**config.mk**
```make
export PLATFORM = sky130hd
export DESIGN_NAME = weighting_matrix_tc_sequencer_flat
export DESIGN_NICKNAME = d
export VERILOG_FILES = /design/src/rtl/weighting_matrix_tc_sequencer_if.sv /design/src/rtl/weighting_matrix_tc_sequencer.sv /design/src/flat_wrapper.sv
export SDC_FILE = /design/constraint.sdc
export NUM_CORES = 1
export LEC_CHECK = 0
export CAP_MARGIN = 20
export CORE_ASPECT_RATIO = 0.6
export CORE_MARGIN = 2
export CORE_UTILIZATION = 41
export CTS_BUF_LIST = sky130_fd_sc_hd__clkbuf_8
export DETAILED_ROUTE_END_ITERATION = 8
export GPL_TIMING_DRIVEN = 0
export MAX_ROUTING_LAYER = met4
export PLACE_DENSITY_LB_ADDON = 0.12
export RECOVER_POWER = 100
export SETUP_SLACK_MARGIN = 0.05
export SLEW_MARGIN = 20
export SYNTH_ARGS = -nofsm -noshare
export SYNTH_HDL_FRONTEND = slang
export SYNTH_SLANG_ARGS = --single-unit
```
**constraint.sdc**
```tcl
create_clock -name clk -period 2.69 [get_ports clk]
set_input_delay 0.538 -clock clk [delete_from_list [all_inputs] [get_ports clk]]
set_output_delay 0.538 -clock clk [all_outputs]
set_load 0.02 [all_outputs]
```
**src/rtl/weighting_matrix_tc_sequencer_if.sv**
```systemverilog
// Valid/ready stream bundle used for every stream port of weighting_matrix_tc_sequencer.
interface weighting_matrix_tc_sequencer_if #(parameter int WIDTH = 32);
  logic [WIDTH-1:0] data;
  logic             valid;
  logic             ready;
  logic             last;

  modport master (output data, output valid, output last, input ready);
  modport slave  (input data, input valid, input last, output ready);
endinterface

```
**src/rtl/weighting_matrix_tc_sequencer.sv**
```systemverilog
// Run sequencer in front of weighting_matrix_tc_axi_wrapper: TC load, then pixels, W forwarded to DMA.
// Optional start-to-done cycle counter is built only when WMTC_SEQ_PERF_EN is defined.
module weighting_matrix_tc_sequencer #(
  parameter int WIDTH               = 32,
  parameter int NUM_PIXELS          = 4096,
  parameter int NUM_CHANNELS        = 128,
  parameter int NUM_SIGNATURES      = 15,
  parameter int NUM_OUTPUT_CHANNELS = 3,
  parameter int PERF_WIDTH          = 32
) (
  input  logic                            clk,
  input  logic                            rst,
  input  logic                            start_i,
  output logic                            busy_o,
  output logic                            done_o,
  output logic                            err_last_o,
  weighting_matrix_tc_sequencer_if.slave  s_axis,
  weighting_matrix_tc_sequencer_if.master tc,
  weighting_matrix_tc_sequencer_if.master p,
  weighting_matrix_tc_sequencer_if.slave  w,
  weighting_matrix_tc_sequencer_if.master m_axis,
  input  logic                            finished_loading_i,
  input  logic                            finished_i,
  output logic [PERF_WIDTH-1:0]           perf_cycles_o
);

  localparam int TC_BEATS = NUM_CHANNELS * NUM_SIGNATURES;
  localparam int P_BEATS  = NUM_PIXELS * NUM_CHANNELS;
  localparam int W_BEATS  = NUM_CHANNELS * NUM_OUTPUT_CHANNELS;
  localparam int TCW      = $clog2(TC_BEATS) + 1;
  localparam int PW       = $clog2(P_BEATS) + 1;
  localparam int WW       = $clog2(W_BEATS) + 1;

  localparam logic [TCW-1:0] TC_LAST = TCW'(TC_BEATS - 1);
  localparam logic [PW-1:0]  P_LAST  = PW'(P_BEATS - 1);
  localparam logic [WW-1:0]  W_LAST  = WW'(W_BEATS - 1);
  localparam logic [WW-1:0]  W_END   = WW'(W_BEATS);

  typedef enum logic [2:0] {IDLE, LOAD_TC, WAIT_LOADED, STREAM_P, DRAIN_W, DONE} state_t;

  state_t         state_q, state_d;
  logic [TCW-1:0] tc_cnt_q, tc_cnt_d;
  logic [PW-1:0]  p_cnt_q, p_cnt_d;
  logic [WW-1:0]  w_cnt_q, w_cnt_d;
  logic           err_q, err_d;
  logic           fin_q, fin_d;
  logic           tc_last, w_active, w_hs, w_done;
  logic           unused_w_last;

  assign unused_w_last = w.last;

  always_ff @(posedge clk) begin
    if (rst) begin
      state_q  <= IDLE;
      tc_cnt_q <= '0;
      p_cnt_q  <= '0;
      w_cnt_q  <= '0;
      err_q    <= 1'b0;
      fin_q    <= 1'b0;
    end else begin
      state_q  <= state_d;
      tc_cnt_q <= tc_cnt_d;
      p_cnt_q  <= p_cnt_d;
      w_cnt_q  <= w_cnt_d;
      err_q    <= err_d;
      fin_q    <= fin_d;
    end
  end

  always_comb begin
    state_d      = state_q;
    tc_cnt_d     = tc_cnt_q;
    p_cnt_d      = p_cnt_q;
    w_cnt_d      = w_cnt_q;
    err_d        = err_q;
    fin_d        = fin_q;
    s_axis.ready = 1'b0;
    tc.valid     = 1'b0;
    tc.data      = s_axis.data;
    tc.last      = 1'b0;
    p.valid      = 1'b0;
    p.data       = s_axis.data;
    p.last       = 1'b0;
    w.ready      = 1'b0;
    m_axis.valid = 1'b0;
    m_axis.data  = w.data;
    m_axis.last  = 1'b0;

    tc_last  = (tc_cnt_q == TC_LAST);
    // W forwarding closes once the full W frame has gone out, so the counter never wraps.
    w_active = ((state_q == STREAM_P) || (state_q == DRAIN_W)) && (w_cnt_q != W_END);
    w_hs     = w_active && w.valid && m_axis.ready;
    w_done   = (w_cnt_q == W_END) || (w_hs && (w_cnt_q == W_LAST));

    if (w_active) begin
      m_axis.valid = w.valid;
      w.ready      = m_axis.ready;
      m_axis.last  = (w_cnt_q == W_LAST);
    end
    if (w_hs) w_cnt_d = w_cnt_q + WW'(1);

    case (state_q)
      IDLE: begin
        if (start_i) begin
          state_d  = LOAD_TC;
          tc_cnt_d = '0;
          p_cnt_d  = '0;
          w_cnt_d  = '0;
          err_d    = 1'b0;
          fin_d    = 1'b0;
        end
      end
      LOAD_TC: begin
        tc.valid     = s_axis.valid;
        s_axis.ready = tc.ready;
        tc.last      = tc_last;
        if (s_axis.valid && tc.ready) begin
          tc_cnt_d = tc_cnt_q + TCW'(1);
          if (s_axis.last != tc_last) err_d = 1'b1;
          if (tc_last) state_d = WAIT_LOADED;
        end
      end
      WAIT_LOADED: begin
        if (finished_loading_i) state_d = STREAM_P;
      end
      STREAM_P: begin
        p.valid      = s_axis.valid;
        s_axis.ready = p.ready;
        if (finished_i) fin_d = 1'b1;
        if (s_axis.valid && p.ready) begin
          p_cnt_d = p_cnt_q + PW'(1);
          if (p_cnt_q == P_LAST) state_d = DRAIN_W;
        end
      end
      DRAIN_W: begin
        if (finished_i) fin_d = 1'b1;
        if ((fin_q || finished_i) && w_done) state_d = DONE;
      end
      DONE:    state_d = IDLE;
      default: state_d = IDLE;
    endcase
  end

  assign busy_o     = (state_q != IDLE);
  assign done_o     = (state_q == DONE);
  assign err_last_o = err_q;

`ifdef WMTC_SEQ_PERF_EN
  logic [PERF_WIDTH-1:0] perf_q, perf_d;

  always_comb begin
    perf_d = perf_q;
    if ((state_q == IDLE) && start_i) perf_d = '0;
    else if ((state_q != IDLE) && (perf_q != '1)) perf_d = perf_q + PERF_WIDTH'(1);
  end

  always_ff @(posedge clk) begin
    if (rst) perf_q <= '0;
    else     perf_q <= perf_d;
  end

  assign perf_cycles_o = perf_q;
`else
  assign perf_cycles_o = '0;
`endif

endmodule

```
**src/flat_wrapper.sv**
```systemverilog
// flat-port wrapper written by rule: the top's interface ports become plain ports
module weighting_matrix_tc_sequencer_flat 
#(
  parameter int WIDTH               = 32,
  parameter int NUM_PIXELS          = 4096,
  parameter int NUM_CHANNELS        = 128,
  parameter int NUM_SIGNATURES      = 15,
  parameter int NUM_OUTPUT_CHANNELS = 3,
  parameter int PERF_WIDTH          = 32
)
  (clk, rst, start_i, busy_o, done_o, err_last_o, finished_loading_i, finished_i, perf_cycles_o, s_axis_data, s_axis_valid, s_axis_last, s_axis_ready, tc_data, tc_valid, tc_last, tc_ready, p_data, p_valid, p_last, p_ready, w_data, w_valid, w_last, w_ready, m_axis_data, m_axis_valid, m_axis_last, m_axis_ready);
  weighting_matrix_tc_sequencer_if #(.WIDTH(WIDTH)) s_axis_i ();
  weighting_matrix_tc_sequencer_if #(.WIDTH(WIDTH)) tc_i ();
  weighting_matrix_tc_sequencer_if #(.WIDTH(WIDTH)) p_i ();
  weighting_matrix_tc_sequencer_if #(.WIDTH(WIDTH)) w_i ();
  weighting_matrix_tc_sequencer_if #(.WIDTH(WIDTH)) m_axis_i ();
  input  logic clk;
  input  logic rst;
  input  logic start_i;
  output logic busy_o;
  output logic done_o;
  output logic err_last_o;
  input  logic finished_loading_i;
  input  logic finished_i;
  output logic [PERF_WIDTH-1:0] perf_cycles_o;
  input wire logic [$bits(s_axis_i.data)-1:0] s_axis_data;
  input wire logic [$bits(s_axis_i.valid)-1:0] s_axis_valid;
  input wire logic [$bits(s_axis_i.last)-1:0] s_axis_last;
  output wire logic [$bits(s_axis_i.ready)-1:0] s_axis_ready;
  output wire logic [$bits(tc_i.data)-1:0] tc_data;
  output wire logic [$bits(tc_i.valid)-1:0] tc_valid;
  output wire logic [$bits(tc_i.last)-1:0] tc_last;
  input wire logic [$bits(tc_i.ready)-1:0] tc_ready;
  output wire logic [$bits(p_i.data)-1:0] p_data;
  output wire logic [$bits(p_i.valid)-1:0] p_valid;
  output wire logic [$bits(p_i.last)-1:0] p_last;
  input wire logic [$bits(p_i.ready)-1:0] p_ready;
  input wire logic [$bits(w_i.data)-1:0] w_data;
  input wire logic [$bits(w_i.valid)-1:0] w_valid;
  input wire logic [$bits(w_i.last)-1:0] w_last;
  output wire logic [$bits(w_i.ready)-1:0] w_ready;
  output wire logic [$bits(m_axis_i.data)-1:0] m_axis_data;
  output wire logic [$bits(m_axis_i.valid)-1:0] m_axis_valid;
  output wire logic [$bits(m_axis_i.last)-1:0] m_axis_last;
  input wire logic [$bits(m_axis_i.ready)-1:0] m_axis_ready;
  assign s_axis_i.data = s_axis_data;
  assign s_axis_i.valid = s_axis_valid;
  assign s_axis_i.last = s_axis_last;
  assign s_axis_ready = s_axis_i.ready;
  assign tc_data = tc_i.data;
  assign tc_valid = tc_i.valid;
  assign tc_last = tc_i.last;
  assign tc_i.ready = tc_ready;
  assign p_data = p_i.data;
  assign p_valid = p_i.valid;
  assign p_last = p_i.last;
  assign p_i.ready = p_ready;
  assign w_i.data = w_data;
  assign w_i.valid = w_valid;
  assign w_i.last = w_last;
  assign w_ready = w_i.ready;
  assign m_axis_data = m_axis_i.data;
  assign m_axis_valid = m_axis_i.valid;
  assign m_axis_last = m_axis_i.last;
  assign m_axis_i.ready = m_axis_ready;
  weighting_matrix_tc_sequencer #(.WIDTH(WIDTH), .NUM_PIXELS(NUM_PIXELS), .NUM_CHANNELS(NUM_CHANNELS), .NUM_SIGNATURES(NUM_SIGNATURES), .NUM_OUTPUT_CHANNELS(NUM_OUTPUT_CHANNELS), .PERF_WIDTH(PERF_WIDTH)) u_core (.clk(clk), .rst(rst), .start_i(start_i), .busy_o(busy_o), .done_o(done_o), .err_last_o(err_last_o), .s_axis(s_axis_i), .tc(tc_i), .p(p_i), .w(w_i), .m_axis(m_axis_i), .finished_loading_i(finished_loading_i), .finished_i(finished_i), .perf_cycles_o(perf_cycles_o));
endmodule
```
==> key figures, run 1 <==
Outcome
  • Outcome: complete, no violations

Timing
  • Max Freq: a little under 400 MHz
  • Final worst path period need: roughly 2.5 ns
  • RSZ-0062 raised after global routing: no
  • Period Utilization, post-route: 94.43%
  • Worst slew pin tran: 0.8548 ns
  • Worst hold slack: 0.4978 ns
  • Final setup margin: approximately 0.15 ns
  • Setup TNS: 0 ns
  • Fin. max-slew vios: 0
  • Relative slew margins: 42.87%
  • Worst clock skew: about 0.0049 ns
  • Final setup viols: 0
  • Final Hold Viols: 0

Min path
  • Worst hold endpoint: u_core.err_last_o
  • Hold path cells: 1
  • Hold Path Class: flop to flop
  • Hold Startpoint: u_core.err_last_o

Worst setup path
  • R2r startpoint: u_core.state_q[0]
  • Slowest CP cell: dfxtp_1
  • Crit path max fanout: 7
  • Crit-path cells: ha_1 -> nand3_1 -> or2_1 -> clkbuf_1 -> nand2b_1 -> nor2_1 -> clkbuf_1
  • R2r setup slk: 0.41 ns
  • R2r endpoint: u_core.w_cnt_q[9]
  • Critical Path RT: approximately 2.2 ns
  • Crit start category: flop
  • Delay of the slowest critical-path stage: between 0.3 and 0.4 ns
  • Critical path depth: 7
  • Data arrival time of the worst path: 2.00 ns
  • CP Capture Type: primary output
  • CP Buf/Inv Count: 2
  • Most common cell on crit path: clkbuf_1
  • Worst setup path class: flop to primary output
  • Cells on worst reg2reg path: 7
  • Cell family with the largest share of critical-path delay: simple AND/OR/NAND/NOR gates

Clocking
  • Number of CTS-inserted buffers: 5
  • H-tree Lvls: 2
  • Root Buffer: clkbuf_8
  • CTS Buffer Depth: 2
  • CTS tree: yes
  • Worst-path clk slew: 0.09 ns
  • CTS Sinks: 47
  • Clock Latency Late Sink: 0.30 ns

Placement
  • Buffers on Ports: between 100 and 150
  • DP HPWL: around 6700 um
  • Post-Place Setup Slack: roughly 0.080 ns
  • Area post-placement: a little under 5000 um^2
  • Placer Congestion: around 0.90

Pwr
  • Pwr dens: 357.4 nW/um^2
  • Clock Power Share: a little over a quarter
  • Comb pwr share: approximately a third
  • Reported net switching power: between 500 and 600 uW
  • Sw Share: a little under a third
  • Maximum vdd drop: between 0.15 and 0.2 mV
  • Pint: 1.207 mW
  • Total power draw: roughly 1.7 mW
  • Sequential share of power: between 40% and 50%
  • LEAKAGE: 2.160 nW

Die
  • Ports: 215
  • Rows: 25
  • Core Area: 7976 um^2
  • Initial core utilization: 42.67%
  • Die area: between 9000 and 10000 um^2
  • Die Y: about 75 um
  • Die Wd: roughly 120 um

Routing
  • Initial DRT Pass Iterations: 4
  • Vias after detailed routing: between 3000 and 4000
  • Drt first-iter violations: 125
  • DR vias/cell: between 4 and 5
  • Total Wirelength: a little over 8000 um
  • Routed len/inst: ~12 um
  • # DRC: 0
  • Final ANT Viol Nets: 0

Yosys
  • Post-synth EDFFs: 0
  • Mapped Area: 3403 um^2
  • Syn_area_per_cell: between 8 and 9 um^2
  • Commonest cells in the netlist: buf_4, nor2_1, dfxtp_1
  • Synth Area in XOR/XNOR: roughly 9%
  • Post-synthesis mux area share: less than 1%
  • Post-synth top area cell: buf_4
  • Share of the synthesized area in the top cell type: between 20% and 30%
  • Adder-Cell Fraction of Synth Area: under 10%
  • Ys async rst share: 0%
  • Distinct cells, synth: a little over 50
  • Syn Inst Count: between 400 and 500
  • Synth Area in Compound Gates: under 10%
  • Prevailing post-synth register cell: dfxtp_1
  • Seq/Total Area, Yosys: between 20% and 30%
  • Simple-Gate Fraction of Synth Area: approximately 23%
  • Yosys reg bits: between 40 and 50
  • Ranking of synthesized cells by area: buf_4, dfxtp_1, xor2_1, nor2_1, nand3_1
  • Count leader, synth: buf_4
  • Largest family of logic cells by synthesized area: buffers and inverters
  • Synthesis Warnings: 0

Layout
  • Cell area after layout: ~5000 um^2
  • Filler instances: between 700 and 800
  • Layout cells sized above 1: 26.26%
  • Fin nets: roughly 650
  • Layout area overhead: 42.68%
  • N_diodes: 0

GRT
  • Pin count of the biggest net entering global routing: 14
  • First-pass GRT wire length: 12720 um
  • GR Util All Layers: between 10% and 20%
  • Gr ovfl total: 0
  • Number of antenna violations at the first check in global routing: 0
  • Vias in the first global route: between 2000 and 3000

Job
  • Max cap viols: 0
## registers in the layout, indices dropped and copies added, names as in the netlist
register,count
u_core.tc_cnt_q,12
u_core.p_cnt_q,20
u_core.fin_q,1
u_core.err_last_o,1
u_core.state_q,3
u_core.w_cnt_q,10
## repair_timing
action,CTS,global route
gates resized for setup,8,5
setup buffers,1,0
hold buffers,0,0
endpoints found under the setup margin,8,3
## logic make-up (layout without fill, tap and decap cells)
| family | Yosys count | in the layout |
|---|---|---|
| AO/OA/AOI/OAI | 34 | 34 |
| multiplexers | 2 | 2 |
| XOR/XNOR | 35 | 35 |
| buffers and inverters | 143 | 267 |
| other | 1 | 33 |
| flip-flops | 47 | 47 |
| AND/OR/NAND/NOR | 153 | 153 |
| adder cells (fa/ha/maj) | 4 | 4 |
## metrics by stage
stage               cells  util [%]
floorplan             451         -
global placement      674     60.30
detailed placement    674     60.30
CTS                   683     61.60
global route          683     60.88
finish                683     60.88
## cells in the final DEF (no fill, tap or decap), types with 2 or more instances in the layout
cell type / count
a21oi_1: 9
clkbuf_8: 7
conb_1: 33
inv_1: 4
nand3_1: 23
nor2b_1: 2
and3_1: 7
and2_0: 2
clkdlybuf4s50_1: 9
nor3_1: 5
or3_1: 3
buf_2: 4
a211oi_2: 2
xor2_1: 27
ha_1: 4
buf_4: 130
a31oi_1: 5
o21ai_0: 7
nor2_1: 49
clkbuf_1: 7
nand2_1: 23
dlygate4sd2_1: 4
nand2b_1: 6
and3b_1: 2
nand4_1: 11
dlygate4sd3_1: 100
mux2i_1: 2
dfxtp_1: 47
xnor2_1: 8
and2_1: 2
nor3b_1: 2
nor4_1: 2
and4_1: 4
## per-layer routing
metal / vias up / share of wire, % / track usage (%)
li1: 1541 / - / -
met1: 1396 / 45 / 23.13
met2: 103 / 49 / 29.53
met3: 6 / 5.6 / 4.218
met4: 0 / 0.74 / 4.215
met5: - / 0 / -
## how the worst max path moves through the flow
stage                             from                 end  slack (ns)
floorplan           u_core.tc_cnt_q[0]             tc_last        0.77
global placement               start_i  u_core.p_cnt_q[18]        0.11
detailed placement             start_i  u_core.p_cnt_q[18]        0.08
CTS                  u_core.state_q[2]            tc_valid        0.07
global route        u_core.tc_cnt_q[0]             tc_last        0.04
finish              u_core.tc_cnt_q[0]             tc_last        0.15
## final cells by class
class | count | area (um^2) | share of cell area [%]
Sequential cell | 47 | 940.9 | 19.38
Clock buffer | 7 | 96.34 | 1.984
Timing Repair Buffer | 116 | 1137 | 23.42
Inverter | 3 | 11.26 | 0.2319
Buffer | 140 | 1020 | 21.00
Tap cell | 108 | 135.1 | 2.783
Clock inverter | 1 | 3.754 | 0.07730
Multi-Input combinational cell | 261 | 1511 | 31.13
## worst register-to-register path: cells and delay by family, from the launching register on
kind	cells	cell delay (ns)
compound gates	2	0.71
buf+inv	2	0.43
flops	1	0.37
simple gates	3	0.71
## power groups by stage
stage,sequential (mW),combinational [mW],clock (mW)
after floorplan,0.725,0.386,0
after global placement,0.723,0.590,0
after detailed placement,0.724,0.595,0
after CTS,0.708,0.597,0.487
after global routing,0.709,0.596,0.518
final,0.708,0.558,0.470
Note: power is estimated with default switching activity, not from simulation.
==> run 2: changes to the inputs <==
- SETUP_SLACK_MARGIN: 0.05 -> 0.3
==> run 2 against run 1 <==
Compared with the run above:
- maximum frequency rose by 5.5%
- die area stayed put
- register-to-register slack is essentially flat
- power is 0.62% higher
- sequential power is essentially flat
- clock power about the same
- first-iteration DRC count grew 8.8%
- worst hold slack worse by 0.0041 ns
- critical path depth unchanged
- global-route usage rose by 0.068 points
- worst setup slack better by 0.13 ns
- critical endpoint is now m_axis_last
==> key figures, run 2 (synthesis gave the netlist of run 1 again) <==
Die
  • Initial core utilization: 42.67% (unchanged)
  • Rows: 25 (unchanged)
  • Die Y: 74.57 um (unchanged)
  • Core Area: 7976 um^2 (unchanged)
  • Ports: 215 (unchanged)
  • Die Wd: 121.6 um (unchanged)
  • Die area: 9069 um^2 (unchanged)

Pwr
  • Total power draw: 1.746 mW (+0.62%)
  • Reported net switching power: 538.5 uW (+1.9%)
  • Sequential share of power: 40.6% (-0.2 points)
  • Sw Share: 30.83% (+0.38 points)
  • Clock Power Share: 27.1% (about the same)
  • Pint: 1.208 mW (about the same)
  • Comb pwr share: 32.3% (about the same)
  • Pwr dens: 353.8 nW/um^2 (-1.0%)
  • LEAKAGE: 2.166 nW (+0.24%)
  • Maximum vdd drop: 0.1747 mV (+1.0%)

GRT
  • Vias in the first global route: 2745 (-0.29%)
  • Pin count of the biggest net entering global routing: 14 (unchanged)
  • First-pass GRT wire length: 12780 um (+0.43%)
  • Gr ovfl total: 0 (unchanged)
  • GR Util All Layers: 18.20% (+0.068 points)
  • Number of antenna violations at the first check in global routing: 0 (unchanged)

Timing
  • Final worst path period need: 2.408 ns (-0.1328 ns)
  • Fin. max-slew vios: 0 (unchanged)
  • Setup TNS: 0 ns (unchanged)
  • Final setup viols: 0 (unchanged)
  • RSZ-0062 raised after global routing: no
  • Relative slew margins: 43.22% (+0.35 points)
  • Max Freq: 415.4 MHz (+5.5%)
  • Final Hold Viols: 0 (unchanged)
  • Worst hold slack: 0.4937 ns (-0.004104 ns)
  • Worst clock skew: 0.004031 ns (-0.0008937 ns)
  • Period Utilization, post-route: 89.50% (-4.9 points)
  • Worst slew pin tran: 0.8302 ns (-0.02456 ns)

Clocking
  • Clock Latency Late Sink: 0.30 ns (about the same)
  • CTS Sinks: 47 (unchanged)
  • Worst-path clk slew: 0.09 ns (about the same)
  • CTS tree: yes
  • Root Buffer: clkbuf_8
  • CTS Buffer Depth: 2 (unchanged)
  • Number of CTS-inserted buffers: 5 (unchanged)
  • Hold-fix buffers at CTS: 0 (unchanged)
  • H-tree Lvls: 2 (unchanged)

Outcome
  • Outcome: complete, no violations

Layout
  • Commonest non-fill, non-tap cell in the layout: buf_4
  • Fin nets: 654 (unchanged)
  • Max reg flops: 20 (unchanged)
  • Layout cells sized above 1: 28.70% (+2.4 points)
  • Largest registers: u_core.p_cnt_q (20), u_core.tc_cnt_q (12), u_core.w_cnt_q (10)
  • Core Util, Final: 61.88% (+1.0 points)
  • Most frequent cells in the layout: buf_4, dlygate4sd3_1, nor2_1
  • Layout area overhead: 45.04%
  • N_diodes: 0 (unchanged)
  • Largest reg by FF count: u_core.p_cnt_q

Routing
  • Routed len/inst: 12.16 um (+0.89%)
  • Final ANT Viol Nets: 0 (unchanged)
  • Initial DRT Pass Iterations: 4 (unchanged)
  • # DRC: 0 (unchanged)
  • Total Wirelength: 8308 um (+0.89%)
  • Vias after detailed routing: 3069 (+0.76%)
  • DR vias/cell: 4.493 (+0.76%)
  • Drt first-iter violations: 136 (+8.8%)

Min path
  • Hold Path Class: flop to flop

Placement
  • DP HPWL: 6724 um (unchanged)
  • Placer Congestion: 0.8958 (unchanged)
  • Buffers on Ports: 115 (unchanged)

Worst setup path
  • Worst setup path class: flop to primary output
  • R2r setup slk: 0.42 ns (about the same)
  • Crit start category: flop
  • Crit path max fanout: 3 (-4)
  • Critical Path RT: 2.15 ns (about the same)
  • Data arrival time of the worst path: 1.87 ns (-0.13 ns)
  • CP Capture Type: primary output

Job
  • Max cap viols: 0 (unchanged)
-- run 2: cell types whose count changed in the layout (fill, tap and decap cells not counted), moves of 2 or more --
cell / delta
a211oi_4: +2
clkdlybuf4s50_1: -2
nor2_4: +2
clkbuf_4: +2
and2_0: -2
dlygate4sd2_1: -2
dfxtp_2: +2
a211oi_2: -2
and2_1: +2
dfxtp_1: -2
-- run 2: cell type report --
cell class / count / area [um^2]
plain buffers: 140 / 1022
clock buffers: 7 / 96.34
clock inverters: 1 / 3.754
fillers: 714 / 3040
inverters: 3 / 11.26
multi-input cells: 261 / 1598
flip-flops and latches: 47 / 943.4
well taps: 108 / 135.1
repair buffers: 116 / 1126
-- run 2: final timing paths --
path / start / endpoint / cells past startpoint
min reg2reg: u_core.err_last_o / u_core.err_last_o / 1
max: u_core.w_cnt_q[1] / m_axis_last / 7
max reg2reg: u_core.state_q[0] / u_core.w_cnt_q[9] / 7
min: u_core.err_last_o / u_core.err_last_o / 1
-- run 2: power by group through the flow --
stage / clock (mW) / sequential [mW] / combinational (mW)
detailed placement: 0 / 0.724 / 0.595
global placement: 0 / 0.723 / 0.590
global route: 0.517 / 0.710 / 0.602
CTS: 0.487 / 0.708 / 0.597
floorplan: 0 / 0.725 / 0.386
finish: 0.473 / 0.709 / 0.564
-- run 2: per-stage QoR --
stage          cell area (um^2)  instances  setup slack (ns)
2_1_floorplan              3523        451            0.7724
3_3_place_gp               4810        674            0.1057
3_5_place_dp               4810        674           0.08012
4_1_cts                    4915        683            0.2477
5_1_grt                    4936        683            0.1568
6_report                   4936        683            0.2825
-- run 2: critical path: stages (launching register included) --
cell and delay [ns]:
dfxtp_1 0.36, inv_1 0.06, ha_1 0.18, nor3b_2 0.16, and3b_1 0.23, a21oi_4 0.15
and3_4 0.20, clkbuf_1 0.22
-- run 2: repair_timing --
item / in CTS / in global routing
pin swaps: 0 / 2
endpoints found under the setup margin: 8 / 9
buffers inserted: 1 / 0
resized for setup: 29 / 18
-- run 2: routing by layer --
layer  wire length, um  global-route usage, %  vias to the layer above
li1                  -                      -                     1541
met1              3711                  23.32                     1422
met2              4094                  29.53                      100
met3               441                  4.218                        6
met4                61                  4.215                        0
met5                 0                      -                        -
